==> src/rtl/cpu_pkg.sv <==
// Shared CPU definitions: sequencer stage encoding, opcodes used by the control
// unit, and a helper that sizes interrupt index fields.
package cpu_pkg;

    // One-hot so each stage strobe is a single flop output.
    typedef enum logic [4:0] {
        S_FETCH     = 5'b00001,
        S_GETREGS   = 5'b00010,
        S_READMEM   = 5'b00100,
        S_WRITEBACK = 5'b01000,
        S_INTTAKE   = 5'b10000
    } stage_e;

    typedef enum logic [4:0] {
        OP_NOP   = 5'h00,
        OP_LOAD  = 5'h01,
        OP_STORE = 5'h02,
        OP_MOV   = 5'h03,
        OP_ADD   = 5'h04,
        OP_SUB   = 5'h05,
        OP_AND   = 5'h06,
        OP_OR    = 5'h07,
        OP_XOR   = 5'h08,
        OP_SHL   = 5'h09,
        OP_SHR   = 5'h0a,
        OP_CMP   = 5'h0b,
        OP_JMP   = 5'h0c,
        OP_JZ    = 5'h0d,
        OP_JNZ   = 5'h0e,
        OP_CALL  = 5'h0f,
        OP_RET   = 5'h10,
        OP_RETI  = 5'h11,
        OP_EI    = 5'h12,
        OP_DI    = 5'h13,
        OP_HALT  = 5'h1f
    } opcode_e;

    // Index width for n channels; a single channel still needs one bit.
    function automatic int id_width(input int n);
        return (n > 1) ? $clog2(n) : 1;
    endfunction

endpackage

==> src/rtl/cpu_stage_sequencer_irq_edge_latch.sv <==
// Interrupt front end: per-line synchroniser and rising-edge detect, pending
// latch where a new edge beats a same-cycle service clear, lowest-index pick.
module irq_edge_latch
    import cpu_pkg::*;
#(
    parameter  int NUM_IRQ = 4,
    localparam int ID_W    = id_width(NUM_IRQ)
) (
    input  logic               clk,
    input  logic               reset,
    input  logic [NUM_IRQ-1:0] irq,
    input  logic               clr_en,
    output logic [NUM_IRQ-1:0] pending,
    output logic               any_pending,
    output logic [ID_W-1:0]    int_id
);

    logic [NUM_IRQ-1:0] sync0_q, sync0_d;
    logic [NUM_IRQ-1:0] sync1_q, sync1_d;
    logic [NUM_IRQ-1:0] prev_q, prev_d;
    logic [NUM_IRQ-1:0] pending_q, pending_d;
    logic [NUM_IRQ-1:0] rise;
    logic [NUM_IRQ-1:0] clr_mask;
    logic [ID_W-1:0]    pick;

    // NOTE: defaults are assigned before any conditional logic so no path leaves a latch.
    always_comb begin
        sync0_d  = irq;
        sync1_d  = sync0_q;
        prev_d   = sync1_q;
        rise     = sync1_q & ~prev_q;
        pick     = '0;
        clr_mask = '0;
        // Scan downwards so the lowest set index is the last one written.
        for (int i = NUM_IRQ - 1; i >= 0; i--) begin
            if (pending_q[i]) begin
                pick = ID_W'(i);
            end
        end
        for (int i = 0; i < NUM_IRQ; i++) begin
            clr_mask[i] = clr_en && (pick == ID_W'(i));
        end
        // Set after clear: an edge landing on the service cycle is not lost.
        pending_d = (pending_q & ~clr_mask) | rise;
    end

    // NOTE: non-blocking assignments so each flop sees its neighbour's pre-edge value.
    always_ff @(posedge clk or negedge reset) begin
        if (!reset) begin
            sync0_q   <= '0;
            sync1_q   <= '0;
            prev_q    <= '0;
            pending_q <= '0;
        end else begin
            sync0_q   <= sync0_d;
            sync1_q   <= sync1_d;
            prev_q    <= prev_d;
            pending_q <= pending_d;
        end
    end

    assign pending     = pending_q;
    assign any_pending = |pending_q;
    assign int_id      = pick;

endmodule

==> src/rtl/cpu_stage_sequencer.sv <==
// Multi-cycle CPU stage sequencer: fetch/getRegs/readMem/writeBack strobes,
// memory-busy stalls, interrupt-take injection and retired-instruction count.
module cpu_stage_sequencer
    import cpu_pkg::*;
#(
    parameter  int          ADDR_WIDTH      = 27,
    parameter  int          NUM_IRQ         = 4,
    parameter  int unsigned IRQ_VECTOR_BASE = 1,
    parameter  int          CNT_WIDTH       = 32,
    localparam int          ID_W            = id_width(NUM_IRQ)
) (
    input  logic                  clk,
    input  logic                  reset,
    input  logic                  mem_start,
    input  logic                  mem_busy,
    input  logic                  reti,
    input  logic [NUM_IRQ-1:0]    irq,
    output logic                  fetch,
    output logic                  get_regs,
    output logic                  read_mem,
    output logic                  write_back,
    output logic                  int_take,
    output logic [ADDR_WIDTH-1:0] int_vector,
    output logic [ID_W-1:0]       int_id,
    output logic                  int_active,
    output logic [NUM_IRQ-1:0]    irq_pending,
    output logic [CNT_WIDTH-1:0]  instret
);

    stage_e               state_q, state_d;
    logic                 wait_q, wait_d;
    logic                 int_active_q, int_active_d;
    logic [CNT_WIDTH-1:0] instret_q, instret_d;
    logic                 stage_done;
    logic                 any_pending;
    logic                 clr_en;

    irq_edge_latch #(
        .NUM_IRQ (NUM_IRQ)
    ) u_irq (
        .clk         (clk),
        .reset       (reset),
        .irq         (irq),
        .clr_en      (clr_en),
        .pending     (irq_pending),
        .any_pending (any_pending),
        .int_id      (int_id)
    );

    always_comb begin
        state_d      = state_q;
        wait_d       = wait_q;
        int_active_d = int_active_q;
        instret_d    = instret_q;
        stage_done   = 1'b0;

        // Memory stages: first cycle may issue; afterwards wait out busy.
        unique case (state_q)
            S_FETCH, S_READMEM, S_WRITEBACK: begin
                if (!wait_q) begin
                    if (mem_start) begin
                        wait_d = 1'b1;
                    end else begin
                        stage_done = 1'b1;
                    end
                end else if (!mem_busy) begin
                    wait_d     = 1'b0;
                    stage_done = 1'b1;
                end
            end
            default: stage_done = 1'b1;
        endcase

        if (stage_done) begin
            unique case (state_q)
                S_FETCH:   state_d = S_GETREGS;
                S_GETREGS: state_d = S_READMEM;
                S_READMEM: state_d = S_WRITEBACK;
                S_WRITEBACK: begin
                    instret_d = instret_q + CNT_WIDTH'(1);
                    // RETI closes the handler; this boundary skips the interrupt check.
                    if (reti) begin
                        int_active_d = 1'b0;
                        state_d      = S_FETCH;
                    end else if (any_pending && !int_active_q) begin
                        state_d = S_INTTAKE;
                    end else begin
                        state_d = S_FETCH;
                    end
                end
                S_INTTAKE: begin
                    int_active_d = 1'b1;
                    state_d      = S_FETCH;
                end
                default: state_d = S_FETCH;
            endcase
        end
    end

    always_ff @(posedge clk or negedge reset) begin
        if (!reset) begin
            state_q      <= S_FETCH;
            wait_q       <= 1'b0;
            int_active_q <= 1'b0;
            instret_q    <= '0;
        end else begin
            state_q      <= state_d;
            wait_q       <= wait_d;
            int_active_q <= int_active_d;
            instret_q    <= instret_d;
        end
    end

    assign clr_en     = (state_q == S_INTTAKE);
    assign fetch      = (state_q == S_FETCH);
    assign get_regs   = (state_q == S_GETREGS);
    assign read_mem   = (state_q == S_READMEM);
    assign write_back = (state_q == S_WRITEBACK);
    assign int_take   = (state_q == S_INTTAKE);
    assign int_active = int_active_q;
    assign instret    = instret_q;
    assign int_vector = ADDR_WIDTH'(IRQ_VECTOR_BASE) + ADDR_WIDTH'(int_id);

endmodule

==> config.mk <==
export PLATFORM = sky130hd
export DESIGN_NAME = cpu_stage_sequencer
export DESIGN_NICKNAME = d
export VERILOG_FILES = /design/src/rtl/cpu_pkg.sv /design/src/rtl/cpu_stage_sequencer_irq_edge_latch.sv /design/src/rtl/cpu_stage_sequencer.sv
export SDC_FILE = /design/constraint.sdc
export NUM_CORES = 1
export LEC_CHECK = 0
export ABC_CLOCK_PERIOD_IN_PS = 2700
export BUFFER_PORTS_ARGS = -buffer_cell sky130_fd_sc_hd__buf_2
export CAP_MARGIN = 20
export CORE_MARGIN = 8
export CORE_UTILIZATION = 51
export CTS_CLUSTER_SIZE = 14
export DETAILED_ROUTE_END_ITERATION = 7
export GPL_ROUTABILITY_DRIVEN = 0
export PLACE_DENSITY_LB_ADDON = 0.08
export SYNTH_ARGS = -nofsm -noshare
export SYNTH_HDL_FRONTEND = slang
export SYNTH_SLANG_ARGS = --single-unit
==> constraint.sdc <==
create_clock -name clk -period 2.7 [get_ports clk]
set_input_delay 0.405 -clock clk [delete_from_list [all_inputs] [get_ports clk]]
set_output_delay 0.405 -clock clk [all_outputs]
set_load 0.02 [all_outputs]
[Yosys cells after proc, flatten, opt, wreduce, memory -nomap -nowiden]
Index checks and enable logic that the tools add are counted.
Word-level totals
  register bits after elaboration: 55
  bits of input ports: 9
  word-level logic and storage cells: 52
Cells by class
  add/subtract/negate cells: 2
  eq/ne operators: 9
  mux-type cells: 16
  bitwise gates (word level): 5
  reduce and logical (&&, ||, !) cells: 12
Operators with widths (number)
  32-bit by 1-bit adder with 32-bit output (second input constant): 1
  5-bit case mux with 4 select lines: 1
  5-bit 2-to-1 mux: 2
  4-bit AND: 2
  1-bit 2-to-1 mux: 8
  2-bit 2-to-1 mux: 4
  4-bit NOT: 2
  5-bit by 1-bit == test with 1-bit output (second input constant): 1
  5-bit by 2-bit == test with 1-bit output (second input constant): 1
  5-bit by 3-bit == test with 1-bit output (second input constant): 1
  5-bit by 4-bit == test with 1-bit output (second input constant): 1
  5-bit == test (second input constant): 1
  1-bit logical AND: 5
  2-bit == test (second input constant): 2
  4-bit bitwise OR: 1
  4-bit OR reduction: 1
  1-bit by 2-bit adder with 3-bit output (first input constant): 1
  3-bit AND reduction: 1
  3-bit OR reduction: 1
  2-bit by 1-bit == test with 1-bit output (second input constant): 1
  2-bit zero test: 1
  2-bit inequality test (second input constant): 1
  1-bit case mux with 2 select lines: 1
  2-bit AND reduction: 1
  other kinds (2): 2

[Logic depth before layout (Yosys ltp)]
Gate-level depths: netlist of run 1.
  word-level depth: 9
  gate-level depth with buffers: 7

[Hierarchy]
Synthesis of run 1 repeated with hierarchy kept, for this count alone.
Second synthesis, totals
  cell total of the unflattened synthesis: 237
  area, all modules: 2611.3 µm²
By module, submodules not included
  cpu_stage_sequencer: instances 1, cells an instance 201, area each 2102.0 µm², sequential area each 977.2 µm²
  irq_edge_latch: instances 1, cells an instance 36, area each 509.2 µm², sequential area each 400.4 µm²

[Worst setup path after synthesis of run 1]
OpenSTA, ideal clock, no wires.
  kind: reg2reg
  from: register instret_q[12] (netlist: instret[12])
  to: register instret_q[22] (netlist: instret[22])
  setup time: 80 ps
  arrival: 1904 ps
  data required time: 2620 ps
  slack: 716 ps
  cell stages (with the launch flop): 6
  path buffers: 1
  clock period less this slack: 1984 ps
  cell sequence: dfrtp_1 -> nand4_1 -> or4_1 -> buf_2 -> nor3_1 -> xor2_1
On the way
  word-level cells in the longest chain between the ends: 1
Ends and longest elaborated chain
  from (decl): line cpu_stage_sequencer.sv:33  | logic [CNT_WIDTH-1:0] instret_q, instret_d;
  from (signal assigned): line cpu_stage_sequencer.sv:110  | instret_q <= instret_d;
  32-bit by 1-bit adder with 32-bit output: line cpu_stage_sequencer.sv:80  | instret_d = instret_q + CNT_WIDTH'(1);
No other way between the ends.
A chain may end at the register's enable or synchronous reset.

[Final worst setup path of run 1]
  from: register instret_q[12] (netlist: instret[12])
  to: register instret_q[26] (netlist: instret[26])
The elaborated chain is that of the path after synthesis.

==> summary.md, run 1 <==
| Metric | Value |
|---|---|
| Post-layout min period | `~2.2 ns` |
| DRT antenna net count | `0` |
| Number of synthesized register bits | `between 50 and 60` |
| Setup Fix Bufs, Post-CTS | `0` |
| Worst path slowest cell | `or4_1` |
| Delay-heaviest family, CP | `simple AND/OR/NAND/NOR gates` |
| Die W | `slightly below 90 um` |
| Finished Cell Area | `3000 um^2` |
| Met2 usage | `24.3%` |
| # fillers | `459` |
| Synth Area per Inst | `roughly 11 um^2` |
| Worst stage delay on the critical path | `~0.86 ns` |
| Buffer levels on the longest clock path | `2` |
| RSZ-0062 raised after global routing | `false` |
| Vias per inst | `4.90` |
| Worst-path cell chain | `nand4_1 -> or4_1 -> nor3_1 -> xor2_1` |
| Max Cap Viol | `0` |
| Area contributors post-synth | `dfrtp_1 51%, xor2_1 7.3%, buf_4 6.8%, xnor2_1 3.3%, inv_1 2.4%` |
| Switch share | `between 30% and 40%` |
| Via count | `approximately 1800` |
| F_max | `461 MHz` |
| Post-Route WL | `~5300 um` |
| Final TNS setup | `0 ns` |
| Remaining Overflow, GRT | `0` |
| GR Util met3 | `under 10%` |
| Synth Flop Type | `dfrtp_1` |
| Area share of the largest cell type after synthesis | `about half` |
| HP Class | `input pin to flop` |
| Net Switching | `between 600 and 700 uW` |
| GRT Total Usage | `approximately 14%` |
| Headroom to the max-slew limit | `60.3%` |
| Clk_lat worst skew | `a little over 0.3 ns` |
| Placed inst area | `around 2900 um^2` |
| Routed len/inst | `~14 um` |
| Core ar. | `around 5000 um^2` |
| Clock power share | `25.0%` |
| Critical path buffer and inverter count | `0` |
| Worst Tran Pin Value | `about 0.59 ns` |
| I/O Pins | `80` |
| Met1 usage | `approximately 17%` |
| Port bufs | `55` |
| Peak VDD IR | `433 uV` |
| CP max FO | `11` |
| N_diodes | `0` |
| Footprint of the multi-input gates | `between 1000 and 1500 um^2` |
| Fin crit share | `about four fifths` |
| Synth warnings | `0` |
| DR pass1 iterations | `4` |
| Die area | `slightly below 8000 um^2` |
| Largest area contributor in the netlist | `dfrtp_1` |
| Int Power | `around 1200 uW` |
| First-pass GRT wire length | `~8600 um` |
| H-tree levels | `2` |
| CTS sink cnt | `55` |
| WS Path Type | `flop to flop` |
| Power Dens Cells | `roughly 610 nW/um^2` |
| Initial antenna violation count | `0` |
| Row cnt | `26` |
| Outcome | `finished, final reports clean` |
| P_leak | `0.00149 uW` |
| Async set-or-reset flop fraction in the synthesized netlist | `100%` |
| Share of cells above drive strength 1 | `roughly 28%` |
| Flop pwr share | `53.9%` |
| Die height | `between 80 and 90 um` |
| Count of cell types in the netlist | `42` |
| WP data required | `approximately 3 ns` |
| Clock transition at path regs | `roughly 0.10 ns` |
| Crit path DAT | `between 2 and 2.5 ns` |
| Cts hold-fix bufs | `1` |
| Seq/Total Area, Yosys | `slightly above 50%` |
| Root Buffer | `clkbuf_8` |
| Post-synth EDFFs | `0` |
| CP Launch Type | `flop` |
| Mapped Cells | `between 200 and 250` |
| CTS buffer count | `5` |
| Storage cell area | `1380 um^2` |
| Initial Util | `about 52%` |
| Endpoints failing hold | `0` |
| Final Setup Violations | `0` |
| CTS tree | `yes` |
| Comb pwr share | `21.2%` |
| Grt peak-use layer | `met2` |
| Total power | `~1800 uW` |
| # DRC | `0` |
| Resized cells post-CTS | `0` |
| Post-DP HPWL | `3970 um` |
| Drt first-iter violations | `58` |
| Layout area overhead | `13.1%` |
| Post-Syn Area | `between 2000 and 3000 um^2` |
| Nets | `~310` |
| Vias in the first global route | `approximately 1800` |
| Largest net degree at the start of global routing | `29` |
| Slew Viols, Final | `0` |
| Worst Clk Skew | `0.00828 ns` |
| Critical path capture point type | `flop` |
==> per-stage QoR <==
step	setup slack [ns]	instances	hold slack, ns	utilization, %
floorplan	0.716	259	0.109	-
global placement	0.654	357	0.267	57.1
detailed placement	0.574	357	0.269	57.1
CTS	0.542	366	0.182	59.1
global route	0.420	366	0.173	59.1
finish	0.530	366	0.192	59.1
==> cell usage in the layout, fill, tap and decap left out, types with 7 or more instances in the layout <==
cell type	count
buf_2	55
dfrtp_1	54
conb_1	24
xor2_1	22
inv_1	17
nor2_1	14
nand2_1	13
nor3_1	11
xnor2_1	10
nand3_1	8
nand4_1	7
==> logic make-up (layout without fill, tap and decap cells) <==
kind of cell	Yosys count	after routing	synth area share, %
fa+ha+maj	4	4	1.89
simple gates	81	81	19.7
xor+xnor	32	32	10.6
compound gates	13	13	3.30
buf+inv	46	83	10.7
flops	55	55	52.0
other cells	1	24	0.141
mux	4	4	1.70
==> registers in the layout, indices dropped and copies added, names as in the netlist <==
signal,flops
instret,32
state_q,5
u_irq.pending,4
u_irq.prev_d,4
u_irq.prev_q,4
u_irq.sync0_q,4
int_active,1
wait_q,1
==> metal layers <==
layer,vias up,wire [um]
met5,-,0
met4,0,74
met3,8,367
met2,51,2560
met1,866,2260
li1,869,-
==> Yosys cell counts, drive strengths merged, types with 4 or more instances <==
| cell type | n |
|---|---|
| nand4 | 7 |
| nor4 | 5 |
| ha | 4 |
| buf | 28 |
| xnor2 | 10 |
| xor2 | 22 |
| nand2 | 13 |
| nand3 | 9 |
| nor2 | 14 |
| inv | 17 |
| mux2 | 4 |
| nor3 | 16 |
| and4 | 5 |
| dfrtp | 54 |
==> final timing paths <==
kind | from | to | slack (ns) | depth (start not counted)
min in group asynchronous | reset | u_irq.pending[1] | 0.46 | 2
hold reg to reg | u_irq.sync0_q[2] | u_irq.prev_d[2] | 0.36 | 0
hold / removal | irq[0] | u_irq.sync0_q[0] | 0.19 | 1
setup reg to reg | instret[12] | instret[26] | 0.53 | 4
setup / recovery | instret[12] | instret[26] | 0.53 | 4
max in group asynchronous | reset | instret[26] | 1.63 | 3
==> layout make-up <==
type | count | share of cell area [%]
flip-flops and latches | 55 | 45.9
multi-input cells | 158 | 35.9
repair buffers | 58 | 10.0
well taps | 70 | 2.92
clock buffers | 5 | 2.29
inverters | 17 | 2.13
clock inverters | 3 | 0.834
==> power groups by stage <==
stage	Sequential [uW]	Clock, uW	Combinational (uW)
global placement	1000	0	389
CTS	993	477	396
detailed placement	1010	0	394
floorplan	1040	0	256
global route	1010	511	429
finish	992	460	389
No activity file was read; power rests on OpenSTA's default activity.
==> run 2, diff against run 1 <==
--- a/config.mk
+++ b/config.mk
@@ -5,11 +5,12 @@
 export SDC_FILE = /design/constraint.sdc
 export NUM_CORES = 1
 export LEC_CHECK = 0
-export ABC_CLOCK_PERIOD_IN_PS = 2700
+export ABC_AREA = 1
+export ABC_CLOCK_PERIOD_IN_PS = 2190
 export BUFFER_PORTS_ARGS = -buffer_cell sky130_fd_sc_hd__buf_2
 export CAP_MARGIN = 20
 export CORE_MARGIN = 8
-export CORE_UTILIZATION = 51
+export CORE_UTILIZATION = 53
 export CTS_CLUSTER_SIZE = 14
 export DETAILED_ROUTE_END_ITERATION = 7
 export GPL_ROUTABILITY_DRIVEN = 0
==> constraint.sdc (replaced) <==
create_clock -name clk -period 2.19 [get_ports clk]
set_input_delay 0.3285 -clock clk [delete_from_list [all_inputs] [get_ports clk]]
set_output_delay 0.3285 -clock clk [all_outputs]
set_load 0.02 [all_outputs]
==> run 2 against run 1 <==
Effect of this change:
- via count is 31% higher
- cell area grew 11%
- combinational power is essentially flat
- global-route usage grew 1.9 points
- sequential power grew 15%
- final cell count up 34%
- worst setup slack got worse by 0.41 ns
- area after synthesis is 12% higher
- non-clock buffer count fell by 2
==> summary.md, run 2 <==
| Metric | Value |
|---|---|
| CP max FO | `5 (-6)` |
| N_diodes | `0 (unchanged)` |
| DRT antenna net count | `0 (unchanged)` |
| GRT Total Usage | `16.2% (+1.9 points)` |
| FF-to-FF path depth | `8 (+4)` |
| Max Cap Viol | `0 (unchanged)` |
| XOR/XNOR Fraction of Synth Area | `5.88% (-4.7 points)` |
| Final Setup Violations | `0 (unchanged)` |
| Reg2reg start | `instret[1]` |
| Commonest non-fill, non-tap cell in the layout | `nand2_1` |
| Nets | `432 (+40%)` |
| Clock transition at path regs | `0.10 ns (about the same)` |
| Buffer levels on the longest clock path | `2 (unchanged)` |
| R2R Setup Slk | `0.55 ns (+0.02 ns)` |
| Clk_lat worst skew | `0.32 ns (about the same)` |
| Post-Synth Adder-Cell Area | `1.69% (-0.19 points)` |
| WS Path Type | `flop to output pin` |
| Power Dens Cells | `641 nW/um^2 (+4.4%)` |
| Share of cells above drive strength 1 | `19.8% (-8.3 points)` |
| Most common library cells after synthesis | `100 x nand2_1, 54 x dfrtp_1, 43 x inv_1` |
| WP depth | `5 (+1)` |
| Seq/Total Area, Yosys | `46.6% (-5.4 points)` |
| Drt first-iter violations | `164 (+180%)` |
| Remaining Overflow, GRT | `0 (unchanged)` |
| Worst Tran Pin Value | `0.683 ns (+0.0919 ns)` |
| Post-DP HPWL | `5010 um (+26%)` |
| Post-layout min period | `between 2 and 2.5 ns` |
| Hold Path Depth | `1 (unchanged)` |
| CTS sink cnt | `55 (unchanged)` |
| Cts hold-fix bufs | `0 (-1)` |
| Endpoints failing hold | `0 (unchanged)` |
| Critical path buffer and inverter count | `3 (+3)` |
| Synth Area per Inst | `8.26 um^2 (-26%)` |
| Number of synthesized register bits | `55 (unchanged)` |
| Vias in the first global route | `2351 (+29%)` |
| Worst Hold Path EP | `u_irq.sync0_q[1]` |
| CTS buffer count | `5 (unchanged)` |
| DR pass1 iterations | `4 (unchanged)` |
| Worst path slowest cell | `dfrtp_1` |
| Largest net degree at the start of global routing | `56 (+93%)` |
| Max reg flops | `32 (unchanged)` |
| Initial Util | `54.4% (+2.1 points)` |
| Slew Viols, Final | `0 (unchanged)` |
| Hold path start | `irq[1]` |
| Post-Route WL | `6420 um (+22%)` |
| Finished Cell Area | `3320 um^2 (+11%)` |
| Worst-path cell chain | `nor3_1 -> inv_1 -> ha_1 -> inv_1 -> buf_2` |
| Compound-Gate Fraction of Synth Area | `2.12% (-1.2 points)` |
| Synth Flop Type | `dfrtp_1` |
| Mapped Cells | `358 (+52%)` |
| Outcome | `finished, final reports clean` |
| Main combinational cell family by area after synthesis | `simple AND/OR/NAND/NOR gates` |
| H-tree levels | `2 (unchanged)` |
| Synth warnings | `0 (unchanged)` |
| CTS tree | `yes` |
| Worst stage delay on the critical path | `0.44 ns (-0.42 ns)` |
| Vias per inst | `4.79 (-2.3%)` |
| Root Buffer | `clkbuf_8` |
| # DRC | `0 (unchanged)` |
| Area contributors post-synth | `dfrtp_1 46%, nand2_1 13%, buf_4 6.1%, inv_1 5.5%, nor2_1 4.8%` |
| F_max | `between 400 and 500 MHz` |
| I/O Pins | `80 (unchanged)` |
| Count of cell types in the netlist | `33 (-21%)` |
| Via count | `2356 (+31%)` |
| Post-synthesis simple-gate area fraction | `31.2% (+12 points)` |
| Fin crit share | `between 90% and 100%` |
| RSZ-0062 raised after global routing | `false` |
| Final TNS setup | `0 ns (unchanged)` |
| Most common cell in the netlist | `nand2_1` |
| Critical path capture point type | `output pin` |
| CP dominant cell by count | `inv_1` |
| Headroom to the max-slew limit | `54.4% (-5.9 points)` |
| Port bufs | `55 (unchanged)` |
| First-pass GRT wire length | `11000 um (+28%)` |
| R2R Path End | `instret[30]` |
| Row cnt | `27 (+3.8%)` |
| Fin util | `61.0% (+1.9 points)` |
| Peak VDD IR | `356 uV (-18%)` |
| Worst Clk Skew | `0.00754 ns (-0.000743 ns)` |
| P_leak | `0.00173 uW (+16%)` |
| Routed len/inst | `13.1 um (-9.2%)` |
| Post-Syn Area | `2960 um^2 (+12%)` |
| HP Class | `input pin to flop` |
| CP Launch Type | `flop` |
| Crit path DAT | `1.74 ns (-0.66 ns)` |
| Resized cells post-CTS | `0 (unchanged)` |
| Core ar. | `5440 um^2 (+7.2%)` |
| Post-synth EDFFs | `0 (unchanged)` |
| Mux share of post-synthesis cell area | `0% (-1.7 points)` |
| Die W | `90.7 um (+2.9%)` |
| # fillers | `510 (+11%)` |
| WP data required | `1.86 ns (-1.07 ns)` |
| Die area | `8220 um^2 (+6.0%)` |
| Largest area contributor in the netlist | `dfrtp_1` |
| Delay-heaviest family, CP | `flip-flops` |
| Initial antenna violation count | `0 (unchanged)` |
| Commonest non-fill, non-tap cells in the layout | `100 x nand2_1, 55 x buf_2, 54 x dfrtp_1, 43 x inv_1, 38 x nor2_1` |
| Die height | `90.7 um (+2.9%)` |
| Layout area overhead | `12.2%` |
| Area share of the largest cell type after synthesis | `45.7% (-5.3 points)` |
| Setup Fix Bufs, Post-CTS | `0 (unchanged)` |
| Placed inst area | `3220 um^2 (+11%)` |
| Async set-or-reset flop fraction in the synthesized netlist | `100% (unchanged)` |
-- run 2: cell types whose count changed in the layout (fill, tap and decap cells not counted), sizes merged, moves of 11 or more --
| cell | change |
|---|---|
| inv | +29 |
| xor2 | -14 |
| nor2 | +33 |
| nand3 | +16 |
| nand2 | +90 |
| nor3 | -11 |
-- run 2: worst max path at each step --
stage / startpoint / to
floorplan: u_irq.pending[3] / int_vector[1]
global placement: u_irq.pending[0] / int_vector[1]
detailed placement: u_irq.pending[0] / int_vector[1]
CTS: u_irq.pending[0] / int_vector[1]
global route: u_irq.pending[3] / int_vector[1]
finish: u_irq.pending[0] / int_vector[1]
-- run 2: power breakdown --
group	total (uW)	leakage, uW	internal [uW]	switching, uW
Sequential	1140	0.000698	1080	51.8
Clock	598	0.0000467	238	361
Combinational	392	0.000982	113	279
-- run 2: cell families after synthesis --
kind of cell | Yosys count
compound gates | 11
other cells | 1
xor+xnor | 19
flops | 55
buf+inv | 69
simple gates | 199
fa+ha+maj | 4
-- run 2: metrics by stage --
stage	hold WS [ns]	instances	total power (uW)	setup slack [ns]
2_1_floorplan	0.0329	381	1460	0.153
3_3_place_gp	0.332	484	1540	0.583
3_5_place_dp	0.337	484	1550	0.475
4_1_cts	0.0995	492	2150	0.109
5_1_grt	0.0940	492	2230	0.0278
6_report	0.105	492	2130	0.122
-- run 2: per-layer routing --
layer	GRT usage (%)	routed length, um	vias to the layer above
met5	0	0	-
met4	4.99	71	0
li1	-	-	1199
met2	24.9	2810	70
met3	5.65	460	7
met1	20.7	3080	1080
-- run 2: cell type report --
class	count	area, um^2	share of cell area (%)
Clock buffer	5	68.8	2.07
Clock inverter	3	27.5	0.830
Inverter	44	170	5.13
Multi-Input combinational cell	257	1300	39.2
Sequential cell	55	1380	41.5
Tap cell	72	90.1	2.72
Timing Repair Buffer	56	283	8.53
==> run 3, diff against run 2 <==
--- a/config.mk
+++ b/config.mk
@@ -10,11 +10,12 @@
 export BUFFER_PORTS_ARGS = -buffer_cell sky130_fd_sc_hd__buf_2
 export CAP_MARGIN = 20
 export CORE_MARGIN = 8
-export CORE_UTILIZATION = 53
+export CORE_UTILIZATION = 54
+export CTS_BUF_LIST = sky130_fd_sc_hd__clkbuf_4
 export CTS_CLUSTER_SIZE = 14
 export DETAILED_ROUTE_END_ITERATION = 7
 export GPL_ROUTABILITY_DRIVEN = 0
-export PLACE_DENSITY_LB_ADDON = 0.08
+export PLACE_DENSITY = 0.79
 export SYNTH_ARGS = -nofsm -noshare
 export SYNTH_HDL_FRONTEND = slang
 export SYNTH_SLANG_ARGS = --single-unit
==> run 3 against run 2 <==
Effect of this change:
- count of clock-buffer cells in the layout stayed put
- critical path type unchanged
- first-iteration DRC count is 24% lower
- sequential power hardly changed
- register-to-register slack worse by 0.02 ns
- critical endpoint unchanged
- critical path depth is 1 higher
- final cell count is 1.0% higher
- die area is 1.5% lower
==> summary.md, run 3 (same netlist as run 2, synthesis figures left out) <==
| Metric | Value |
|---|---|
| Outcome | `finished, final reports clean` |
| N_diodes | `0 (unchanged)` |
| Finished Cell Area | `3340 um^2 (+0.64%)` |
| Buffer levels on the longest clock path | `2 (unchanged)` |
| CP dominant cell by count | `inv_1` |
| Headroom to the max-slew limit | `61.5% (+7.1 points)` |
| Post-layout min period | `2.03 ns (-0.0416 ns)` |
| Worst Hold Path EP | `u_irq.sync0_q[0]` |
| Worst-path cell chain | `inv_1 -> nand2_1 -> a21oi_1 -> ha_1 -> inv_1 -> buf_2` |
| DRT antenna net count | `0 (unchanged)` |
| I/O Pins | `80 (unchanged)` |
| F_max | `493 MHz (+2.1%)` |
| Delay-heaviest family, CP | `flip-flops` |
| Commonest non-fill, non-tap cells in the layout | `100 x nand2_1, 55 x buf_2, 54 x dfrtp_1, 43 x inv_1, 38 x nor2_1` |
| Die height | `90.0 um (-0.77%)` |
| CTS tree | `yes` |
| Share of cells above drive strength 1 | `20.0% (+0.24 points)` |
| FF-to-FF path depth | `8 (unchanged)` |
| Crit path DAT | `1.70 ns (-0.04 ns)` |
| Hold Path Depth | `1 (unchanged)` |
| Clk_lat worst skew | `0.39 ns (+0.07 ns)` |
| Fin crit share | `92.5% (-1.9 points)` |
| Vias per inst | `4.88 (+1.9%)` |
| Die W | `90.0 um (-0.77%)` |
| Port bufs | `55 (unchanged)` |
| CP Launch Type | `flop` |
| Worst stage delay on the critical path | `0.43 ns (about the same)` |
| Max reg flops | `32 (unchanged)` |
| GRT Total Usage | `16.1% (-0.10 points)` |
| CTS sink cnt | `55 (unchanged)` |
| Initial antenna violation count | `0 (unchanged)` |
| Nets | `437 (+1.2%)` |
| Layout area overhead | `12.9%` |
| Commonest non-fill, non-tap cell in the layout | `nand2_1` |
| CP max FO | `4 (-1)` |
| Final Setup Violations | `0 (unchanged)` |
| RSZ-0062 raised after global routing | `false` |
| Hold path start | `irq[0]` |
| Critical path capture point type | `output pin` |
| Peak VDD IR | `422 uV (+19%)` |
| Total power | `2010 uW (-5.2%)` |
| Max Cap Viol | `0 (unchanged)` |
| Worst path slowest cell | `dfrtp_1` |
| WS Path Type | `flop to output pin` |
| HP Class | `input pin to flop` |
| Core ar. | `5410 um^2 (-0.62%)` |
| Via count | `2426 (+3.0%)` |
| DR pass1 iterations | `4 (unchanged)` |
| R2R Setup Slk | `0.53 ns (-0.02 ns)` |
| Row cnt | `27 (unchanged)` |
| CTS buffer count | `5 (unchanged)` |
| Placed inst area | `3230 um^2 (+0.23%)` |
| Clock transition at path regs | `0.17 ns (+0.07 ns)` |
| Slew Viols, Final | `0 (unchanged)` |
| Worst Tran Pin Value | `0.577 ns (-0.106 ns)` |
| Largest net degree at the start of global routing | `27 (-52%)` |
| # fillers | `509 (-0.20%)` |
| H-tree levels | `2 (unchanged)` |
| First-pass GRT wire length | `10900 um (-0.88%)` |
| Post-DP HPWL | `5160 um (+3.0%)` |
| # DRC | `0 (unchanged)` |
| Drt first-iter violations | `124 (-24%)` |
| Post-Route WL | `6450 um (+0.37%)` |
| Routed len/inst | `13.0 um (-0.64%)` |
| Setup Fix Bufs, Post-CTS | `0 (unchanged)` |
| Vias in the first global route | `2381 (+1.3%)` |
| Fin util | `61.8% (+0.77 points)` |
| Critical path buffer and inverter count | `3 (unchanged)` |
| Initial Util | `54.7% (+0.34 points)` |
| Reg2reg start | `instret[0]` |
| Remaining Overflow, GRT | `0 (unchanged)` |
| WHS | `0.0304 ns (-0.0743 ns)` |
| WP data required | `1.86 ns (about the same)` |
| Root Buffer | `clkbuf_4` |
| P_leak | `0.00173 uW (+0.50%)` |
| Endpoints failing hold | `0 (unchanged)` |
| R2R Path End | `instret[30]` |
| Final TNS setup | `0 ns (unchanged)` |
| Die area | `8100 um^2 (-1.5%)` |
| Worst Clk Skew | `0.0192 ns (+0.0116 ns)` |
| Power Dens Cells | `604 nW/um^2 (-5.8%)` |
==> run 3: cell count changes in the layout (fill, tap and decap cells not counted), sizes merged <==
| cell | previous run | this run |
|---|---|---|
| dlygate4sd3 | 0 | 4 |
| buf | 56 | 57 |
==> run 3: worst max path at each step <==
| stage | start | end | cells after the start |
|---|---|---|---|
| 2_1_floorplan | u_irq.pending[3] | int_vector[1] | 5 |
| 3_3_place_gp | u_irq.pending[0] | int_vector[1] | 5 |
| 3_5_place_dp | u_irq.pending[0] | int_vector[1] | 5 |
| 4_1_cts | u_irq.pending[0] | int_vector[1] | 5 |
| 5_1_grt | u_irq.pending[2] | int_vector[1] | 6 |
| 6_report | u_irq.pending[2] | int_vector[1] | 6 |
==> run 3: what timing repair did <==
item | in CTS | in global routing
setup endpoints to repair | 0 | 1
endpoints found under the hold margin | 24 | 3
hold buffers | 1 | 3
resized for setup | 0 | 1
==> run 3: cell type report <==
cell class,instances,area (um^2),area share (%)
Multi-Input combinational cell,257,1310,39.1
Clock buffer,5,37.5,1.12
Tap cell,72,90.1,2.70
Inverter,44,170,5.10
Sequential cell,55,1380,41.3
Clock inverter,3,27.5,0.825
Timing Repair Buffer,61,330,9.90
==> run 3: where the power goes <==
part	switching [uW]	internal, uW
Clock	343	138
Combinational	281	119
Sequential	49.4	1080
==> run 3: per-layer routing <==
layer	vias up	wire, um	global-route usage, %	share of wire, %
li1	1208	-	-	-
met1	1140	2800	18.9	43
met2	67	3140	27.0	49
met3	11	402	4.99	6.2
met4	0	104	5.83	1.6
met5	-	0	0	0
==> run 3: through the flow <==
| stage | setup WS, ns | std cells |
|---|---|---|
| final | 0.164 | 497 |
| after global routing | 0.0257 | 497 |
| after CTS | 0.0470 | 494 |
| after detailed placement | 0.520 | 485 |
| after global placement | 0.579 | 485 |
| after floorplan | 0.153 | 381 |
